## config.mk

```make
export PLATFORM = sky130hd
export DESIGN_NAME = bram_port_client_flat
export DESIGN_NICKNAME = d
export VERILOG_FILES = /design/src/rtl/bram_client_pkg.sv /design/src/rtl/bram_port_client_if.sv /design/src/rtl/bram_client_resp_fifo.sv /design/src/rtl/bram_port_client.sv /design/src/flat_wrapper.sv
export SDC_FILE = /design/constraint.sdc
export NUM_CORES = 1
export LEC_CHECK = 0
export ABC_AREA = 1
export CAP_MARGIN = 20
export CORE_UTILIZATION = 45
export DETAILED_ROUTE_END_ITERATION = 8
export PLACE_DENSITY_LB_ADDON = 0.1
export SLEW_MARGIN = 20
export SYNTH_ARGS = -nofsm -noshare
export SYNTH_HDL_FRONTEND = slang
export SYNTH_SLANG_ARGS = --single-unit
```

## constraint.sdc

```tcl
create_clock -name clk -period 2.8 [get_ports clk]
set_input_delay 0.84 -clock clk [delete_from_list [all_inputs] [get_ports clk]]
set_output_delay 0.84 -clock clk [all_outputs]
set_load 0.01 [all_outputs]
```

## src/rtl/bram_client_pkg.sv

```systemverilog
// Shared helpers for bram_port_client: read latency, credit width, response entry width.
// BRAM_CLIENT_WRACK_EN adds a write-acknowledge tag bit to every response entry.
package bram_client_pkg;

`ifdef BRAM_CLIENT_WRACK_EN
  localparam int RESP_TAG_W = 1;
`else
  localparam int RESP_TAG_W = 0;
`endif

  function automatic int read_latency(input int pipelined);
    return 1 + pipelined;
  endfunction

  function automatic int credit_width(input int depth);
    return $clog2(depth + 1);
  endfunction

  function automatic int resp_entry_width(input int data_w);
    return data_w + RESP_TAG_W;
  endfunction

endpackage

```

## src/rtl/bram_port_client_if.sv

```systemverilog
// Client-side request/response channel of bram_port_client.
// resp_wrack exists only when BRAM_CLIENT_WRACK_EN is defined.
interface bram_port_client_if #(
  parameter int ADDR_WIDTH = 1,
  parameter int DATA_WIDTH = 1
);
  logic                  req_valid;
  logic                  req_ready;
  logic                  req_write;
  logic [ADDR_WIDTH-1:0] req_addr;
  logic [DATA_WIDTH-1:0] req_data;
  logic                  resp_valid;
  logic                  resp_ready;
  logic [DATA_WIDTH-1:0] resp_data;
`ifdef BRAM_CLIENT_WRACK_EN
  logic                  resp_wrack;
`endif

  modport master (
    output req_valid, req_write, req_addr, req_data, resp_ready,
`ifdef BRAM_CLIENT_WRACK_EN
    input  resp_wrack,
`endif
    input  req_ready, resp_valid, resp_data
  );

  modport slave (
    input  req_valid, req_write, req_addr, req_data, resp_ready,
`ifdef BRAM_CLIENT_WRACK_EN
    output resp_wrack,
`endif
    output req_ready, resp_valid, resp_data
  );
endinterface

```

## src/rtl/bram_client_resp_fifo.sv

```systemverilog
// Synchronous response FIFO for bram_port_client; DEPTH must be a power of two (>= 2).
// A push while full is accepted only if a pop happens in the same cycle.
module bram_client_resp_fifo #(
  parameter int WIDTH = 8,
  parameter int DEPTH = 4
) (
  input  logic             clk,
  input  logic             rst,
  input  logic             push_i,
  input  logic [WIDTH-1:0] push_data_i,
  input  logic             pop_i,
  output logic [WIDTH-1:0] pop_data_o,
  output logic             valid_o,
  output logic             full_o,
  output logic             empty_o
);
  localparam int PW = (DEPTH > 1) ? $clog2(DEPTH) : 1;
  localparam int CW = $clog2(DEPTH + 1);
  localparam logic [CW-1:0] DEPTH_C = CW'(DEPTH);

  logic [WIDTH-1:0] mem_q [DEPTH];
  logic [PW-1:0]    wr_ptr_q, wr_ptr_d;
  logic [PW-1:0]    rd_ptr_q, rd_ptr_d;
  logic [CW-1:0]    count_q, count_d;
  logic             do_push, do_pop;

  always_comb begin
    do_pop   = pop_i && (count_q != '0);
    do_push  = push_i && ((count_q != DEPTH_C) || do_pop);
    wr_ptr_d = wr_ptr_q;
    rd_ptr_d = rd_ptr_q;
    count_d  = count_q;
    if (do_push) wr_ptr_d = wr_ptr_q + 1'b1;
    if (do_pop)  rd_ptr_d = rd_ptr_q + 1'b1;
    if (do_push && !do_pop)      count_d = count_q + 1'b1;
    else if (do_pop && !do_push) count_d = count_q - 1'b1;
  end

  always_ff @(posedge clk) begin
    if (rst) begin
      wr_ptr_q <= '0;
      rd_ptr_q <= '0;
      count_q  <= '0;
    end else begin
      wr_ptr_q <= wr_ptr_d;
      rd_ptr_q <= rd_ptr_d;
      count_q  <= count_d;
    end
  end

  // Storage carries data only, so it is left out of reset.
  always_ff @(posedge clk) begin
    if (do_push) mem_q[wr_ptr_q] <= push_data_i;
  end

  assign pop_data_o = mem_q[rd_ptr_q];
  assign valid_o    = (count_q != '0);
  assign full_o     = (count_q == DEPTH_C);
  assign empty_o    = (count_q == '0);
endmodule

```

## src/rtl/bram_port_client.sv

```systemverilog
// Single-port BRAM initiator: issues requests, tracks the fixed read latency, returns data in order.
// Optional BRAM_CLIENT_WRACK_EN: writes consume a credit and return a write-acknowledge response.
module bram_port_client
  import bram_client_pkg::*;
#(
  parameter int ADDR_WIDTH = 1,
  parameter int DATA_WIDTH = 1,
  parameter int PIPELINED  = 1,
  parameter int RESP_DEPTH = 4
) (
  input  logic                  clk,
  input  logic                  rst,
  bram_port_client_if.slave     bus,
  output logic                  mem_en_o,
  output logic                  mem_we_o,
  output logic [ADDR_WIDTH-1:0] mem_addr_o,
  output logic [DATA_WIDTH-1:0] mem_di_o,
  input  logic [DATA_WIDTH-1:0] mem_do_i,
  input  logic                  mem_dr_i
);
  localparam int L  = read_latency(PIPELINED);
  localparam int CW = credit_width(RESP_DEPTH);
  localparam int EW = resp_entry_width(DATA_WIDTH);
  localparam logic [CW-1:0] FULL_CREDITS = CW'(RESP_DEPTH);

  typedef struct packed {
`ifdef BRAM_CLIENT_WRACK_EN
    logic                  wrack;
`endif
    logic [DATA_WIDTH-1:0] data;
  } resp_entry_t;

  logic [CW-1:0] credits_q, credits_d;
  logic [L-1:0]  trk_q, trk_d;
  logic          needs_credit, ready, xfer, issue, pop, push;
  logic          fifo_valid, fifo_full, fifo_empty;
  resp_entry_t   push_entry, pop_entry;
`ifdef BRAM_CLIENT_WRACK_EN
  logic [L-1:0]  tag_q, tag_d;
`endif

  always_comb begin
`ifdef BRAM_CLIENT_WRACK_EN
    needs_credit = 1'b1;
`else
    needs_credit = !bus.req_write;
`endif
    ready     = !rst && (!needs_credit || (credits_q != '0));
    xfer      = bus.req_valid && ready;
    issue     = xfer && needs_credit;
    credits_d = credits_q;
    if (issue && !pop)      credits_d = credits_q - 1'b1;
    else if (pop && !issue) credits_d = credits_q + 1'b1;
    // Tail of the shift register marks the cycle the BRAM presents the data; DR is not a strobe.
    trk_d    = trk_q << 1;
    trk_d[0] = issue;
    push     = trk_q[L-1];
    push_entry.data = mem_do_i;
`ifdef BRAM_CLIENT_WRACK_EN
    tag_d    = tag_q << 1;
    tag_d[0] = bus.req_write;
    push_entry.wrack = tag_q[L-1];
`endif
  end

  always_ff @(posedge clk) begin
    if (rst) begin
      credits_q <= FULL_CREDITS;
      trk_q     <= '0;
    end else begin
      credits_q <= credits_d;
      trk_q     <= trk_d;
    end
  end

`ifdef BRAM_CLIENT_WRACK_EN
  always_ff @(posedge clk) begin
    tag_q <= tag_d;
  end
`endif

  bram_client_resp_fifo #(
    .WIDTH (EW),
    .DEPTH (RESP_DEPTH)
  ) u_resp_fifo (
    .clk         (clk),
    .rst         (rst),
    .push_i      (push),
    .push_data_i (push_entry),
    .pop_i       (pop),
    .pop_data_o  (pop_entry),
    .valid_o     (fifo_valid),
    .full_o      (fifo_full),
    .empty_o     (fifo_empty)
  );

  assign bus.req_ready  = ready;
  assign mem_en_o       = xfer;
  assign mem_we_o       = xfer && bus.req_write;
  assign mem_addr_o     = bus.req_addr;
  assign mem_di_o       = bus.req_data;
  assign bus.resp_valid = fifo_valid && !rst;
  assign bus.resp_data  = pop_entry.data;
  assign pop            = bus.resp_valid && bus.resp_ready;
`ifdef BRAM_CLIENT_WRACK_EN
  assign bus.resp_wrack = bus.resp_valid && pop_entry.wrack;
`endif

`ifndef SYNTHESIS
  always_ff @(posedge clk) begin
    if (!rst && push && !mem_dr_i)
      $error("bram_port_client: tracked BRAM response arrived with DR low");
    if (!rst && push && fifo_full && !pop)
      $error("bram_port_client: response FIFO overflow, credit accounting broken");
    if (!rst && pop && fifo_empty)
      $error("bram_port_client: pop from empty response FIFO");
  end
`endif
endmodule

```

## src/flat_wrapper.sv

```systemverilog
// flat-port wrapper written by rule: the top's interface ports become plain ports
module bram_port_client_flat import bram_client_pkg::*;
#(
  parameter int ADDR_WIDTH = 1,
  parameter int DATA_WIDTH = 1,
  parameter int PIPELINED  = 1,
  parameter int RESP_DEPTH = 4
)
  (clk, rst, mem_en_o, mem_we_o, mem_addr_o, mem_di_o, mem_do_i, mem_dr_i, bus_req_valid, bus_req_write, bus_req_addr, bus_req_data, bus_resp_ready, bus_req_ready, bus_resp_valid, bus_resp_data);
  bram_port_client_if #(.ADDR_WIDTH(ADDR_WIDTH), .DATA_WIDTH(DATA_WIDTH)) bus_i ();
  input  logic clk;
  input  logic rst;
  output logic mem_en_o;
  output logic mem_we_o;
  output logic [ADDR_WIDTH-1:0] mem_addr_o;
  output logic [DATA_WIDTH-1:0] mem_di_o;
  input  logic [DATA_WIDTH-1:0] mem_do_i;
  input  logic mem_dr_i;
  input wire logic [$bits(bus_i.req_valid)-1:0] bus_req_valid;
  input wire logic [$bits(bus_i.req_write)-1:0] bus_req_write;
  input wire logic [$bits(bus_i.req_addr)-1:0] bus_req_addr;
  input wire logic [$bits(bus_i.req_data)-1:0] bus_req_data;
  input wire logic [$bits(bus_i.resp_ready)-1:0] bus_resp_ready;
  output wire logic [$bits(bus_i.req_ready)-1:0] bus_req_ready;
  output wire logic [$bits(bus_i.resp_valid)-1:0] bus_resp_valid;
  output wire logic [$bits(bus_i.resp_data)-1:0] bus_resp_data;
  assign bus_i.req_valid = bus_req_valid;
  assign bus_i.req_write = bus_req_write;
  assign bus_i.req_addr = bus_req_addr;
  assign bus_i.req_data = bus_req_data;
  assign bus_i.resp_ready = bus_resp_ready;
  assign bus_req_ready = bus_i.req_ready;
  assign bus_resp_valid = bus_i.resp_valid;
  assign bus_resp_data = bus_i.resp_data;
  bram_port_client #(.ADDR_WIDTH(ADDR_WIDTH), .DATA_WIDTH(DATA_WIDTH), .PIPELINED(PIPELINED), .RESP_DEPTH(RESP_DEPTH)) u_core (.clk(clk), .rst(rst), .bus(bus_i), .mem_en_o(mem_en_o), .mem_we_o(mem_we_o), .mem_addr_o(mem_addr_o), .mem_di_o(mem_di_o), .mem_do_i(mem_do_i), .mem_dr_i(mem_dr_i));
endmodule
```

==> qor.csv <==
metric,value,unit
outcome,completed,
grt_first_pass_wirelength,2670,µm
grt_setup_unrepaired,no,
power_leakage,0.539,nW
final.setup_skew,0.00322,ns
antenna_violations_before_repair,0,
cts_buffer_depth,2,
place_hpwl,1270,µm
ys_seq_elements,18,
finish.utilization,0.592,
vdd_ir_drop_max,0.236,mV
final-hold-violation-count,0,
antenna-diode-count,0,
cts_tree,built,
pre_cts_ws,-0.251,ns
clkSlewWorstSetupHoldPaths,0.09,ns
cp.required,1.96,ns
max_clock_freq,0.369,GHz
grt_pass1_vias,651,
crit_arrival,1.87,ns
fp.dieW,47.6,µm
design.portCount,16,
worst_hold_startpoint,u_core.trk_q[0]$_SDFF_PP0_,
worst_slew_pin_tran,0.218,ns
post_drt_via_cell_ratio,4.59,
yosys_warnings,0,
count_of_final_max_slew_check_failures,0,
std_cell_rows,16,
htree_num_levels,1,
critical_path.reg2reg.startpoint,u_core.credits_q[0]$_SDFFE_PP0P_,
drt_iter0_drc,6,
yosysSeqAreaShare,0.428,
crit_start_category,input pin,
post_route_worst_hold_slack,0.417,ns
cts_setup_buffers,0,
grt_use_total,0.169,
r2r_cells,13,
io_buffer_count,10,
holdPathEnd,u_core.trk_q[1]$_SDFF_PP0_,
synthesis.nets,129,
detailroute.via_count,739,
detail_route.drc_violations,0,
postRouteAntennaNets,0,
cts_inserted_buffers,3,
power.density,468,nW/µm²
core_area,1960,µm²
syn-cell-area,936,µm²
max_slew_headroom_at_the_worst_pin,0.853,
synth_area_per_cell,8.36,µm²
number_of_cells_on_the_worst_hold_path,2,
clk_root_buffer_cell,clkbuf_4,
die-height,47.6,µm
global_route.overflow_total,0,
layout.nets,152,
postRouteWirelength,1600,µm
criticalPathCategory,input pin to output port,
first_pass_iters,4,
floorplan.die_area,2270,µm²
setup-violations-final,0,
timing.reg2reg.setup_slack,0.83,ns
p_total,0.545,mW
floorplan.initialDensity,0.477,
grt_start_max_net_pins,11,
critical_path_peak_fanout,2,
timing.max_cap.violations,0,
post-route-worst-setup-slack,0.0935,ns
routed_wire_length_per_instance,9.93,µm
hold_path.class,flip-flop to flip-flop,
critical_path.reg2reg.endpoint,u_core.credits_q[2]$_SDFFE_PP1P_,
gpl_congestion,0.707,
finalCritPeriodShare,0.967,
clkSinkCount,18,
flow.area_growth_from_synthesis,24.2,%
insertion_delay,0.28,ns
cp-end-kind,output port,
netlist-cell-type-count,21,
synthesis.instances,112,
drive_above_1_share,0.172,
finalWorstPathRequiredPeriod,2.71,ns
## through the flow
step	setup TNS (ns)	cell area (µm²)	cells
global placement	-0.974	1130	157
CTS	0	1160	161
floorplan	0	936	112
global route	0	1160	161
detailed placement	-1.06	1130	157
finish	0	1160	161
## per-layer routing
| layer | track usage | vias to the layer above | share of wire |
|---|---|---|---|
| met1 | 0.216 | 331 | 0.47 |
| met5 | 0 | - | 0 |
| met4 | 0.0556 | 0 | 0.0050 |
| li1 | - | 393 | - |
| met2 | 0.288 | 13 | 0.48 |
| met3 | 0.0340 | 2 | 0.044 |
## cells in the mapped netlist
cell type | number | area [µm²]
edfxtp_1 | 4 | 120
nand3_1 | 6 | 30.0
ha_1 | 6 | 75.1
nor3_1 | 1 | 5.00
nand3b_1 | 1 | 7.51
nand2_1 | 13 | 48.8
a21oi_2 | 1 | 8.76
inv_2 | 3 | 11.3
a21oi_1 | 11 | 55.1
nor2_4 | 1 | 11.3
dfxtp_1 | 14 | 280
xor2_1 | 2 | 17.5
o21ai_0 | 5 | 25.0
inv_1 | 21 | 78.8
fa_1 | 2 | 40.0
a32oi_1 | 1 | 8.76
nor2_1 | 14 | 52.6
nand3_2 | 1 | 10.0
o211ai_4 | 1 | 21.3
buf_4 | 3 | 22.5
nand2_2 | 1 | 6.26
## kinds of logic (layout without fill, tap and decap cells)
| family | count (synthesis) | in the layout | share of synthesized area |
|---|---|---|---|
| AOI/OAI and AO/OA | 19 | 19 | 0.127 |
| xor gates and xnor gates | 2 | 2 | 0.0187 |
| adders and majority gates | 8 | 8 | 0.123 |
| buffers and inverters | 27 | 49 | 0.120 |
| DFF | 18 | 18 | 0.428 |
| and+or+nand+nor | 38 | 38 | 0.183 |
## cell type report
| cell class | instances | area, µm² |
|---|---|---|
| Tap cell | 27 | 33.8 |
| Clock buffer | 3 | 22.5 |
| Fill cell | 192 | 800 |
| Clock inverter | 1 | 3.75 |
| Sequential cell | 18 | 400 |
| Timing Repair Buffer | 21 | 185 |
| Inverter | 24 | 90.1 |
| Multi-Input combinational cell | 67 | 427 |
## critical path: stages
cell and delay [ns]:
clkdlybuf4s50_1 0.47, inv_1 0.05, a21oi_2 0.14, nand2_1 0.08, inv_1 0.05, clkdlybuf4s15_1 0.23
## repair_timing
item,CTS,global route
resized for setup,6,3
setup endpoints to repair,4,4
pin swaps,0,1
hold buffers,0,0
## worst max path at each step
stage	start	end	slack, ns	depth (start not counted)
after CTS	rst	mem_we_o	0.02	6
final	bus_req_write	mem_en_o	0.09	6
after global placement	bus_req_write	mem_en_o	-0.26	6
after global routing	bus_req_write	mem_en_o	0.01	6
after detailed placement	bus_req_write	mem_en_o	-0.25	6
after floorplan	rst	u_core.credits_q[2]$_SDFFE_PP1P_	0.31	11
## cell usage in the layout (no fill, tap or decap)
cell type / netlist / layout
a21oi_1: 11 / 10
o21ai_1: 0 / 1
buf_4: 3 / 10
ha_1: 6 / 6
o211ai_4: 1 / 1
a32oi_1: 1 / 1
nor3_1: 1 / 1
fa_1: 2 / 2
o21ai_0: 5 / 4
inv_1: 21 / 21
nand3_1: 6 / 6
nand2_1: 13 / 13
nor2_4: 1 / 1
nor2_1: 14 / 14
dlygate4sd2_1: 0 / 3
clkdlybuf4s15_1: 0 / 1
clkinv_1: 0 / 1
a21oi_2: 1 / 2
clkdlybuf4s50_1: 0 / 5
xor2_1: 2 / 2
inv_2: 3 / 3
nand3b_1: 1 / 1
nand2_2: 1 / 1
dfxtp_1: 14 / 14
nand3_2: 1 / 1
edfxtp_1: 4 / 4
dlymetal6s2s_1: 0 / 1
buf_6: 0 / 1
clkbuf_4: 0 / 3
## where the power goes
part,total [mW],switching (mW),internal [mW]
clock network,0.125,0.0736,0.0516
registers,0.297,0.0163,0.280
logic,0.123,0.0638,0.0588
total,0.545,0.154,0.391
No activity file was read; power rests on OpenSTA's default activity.
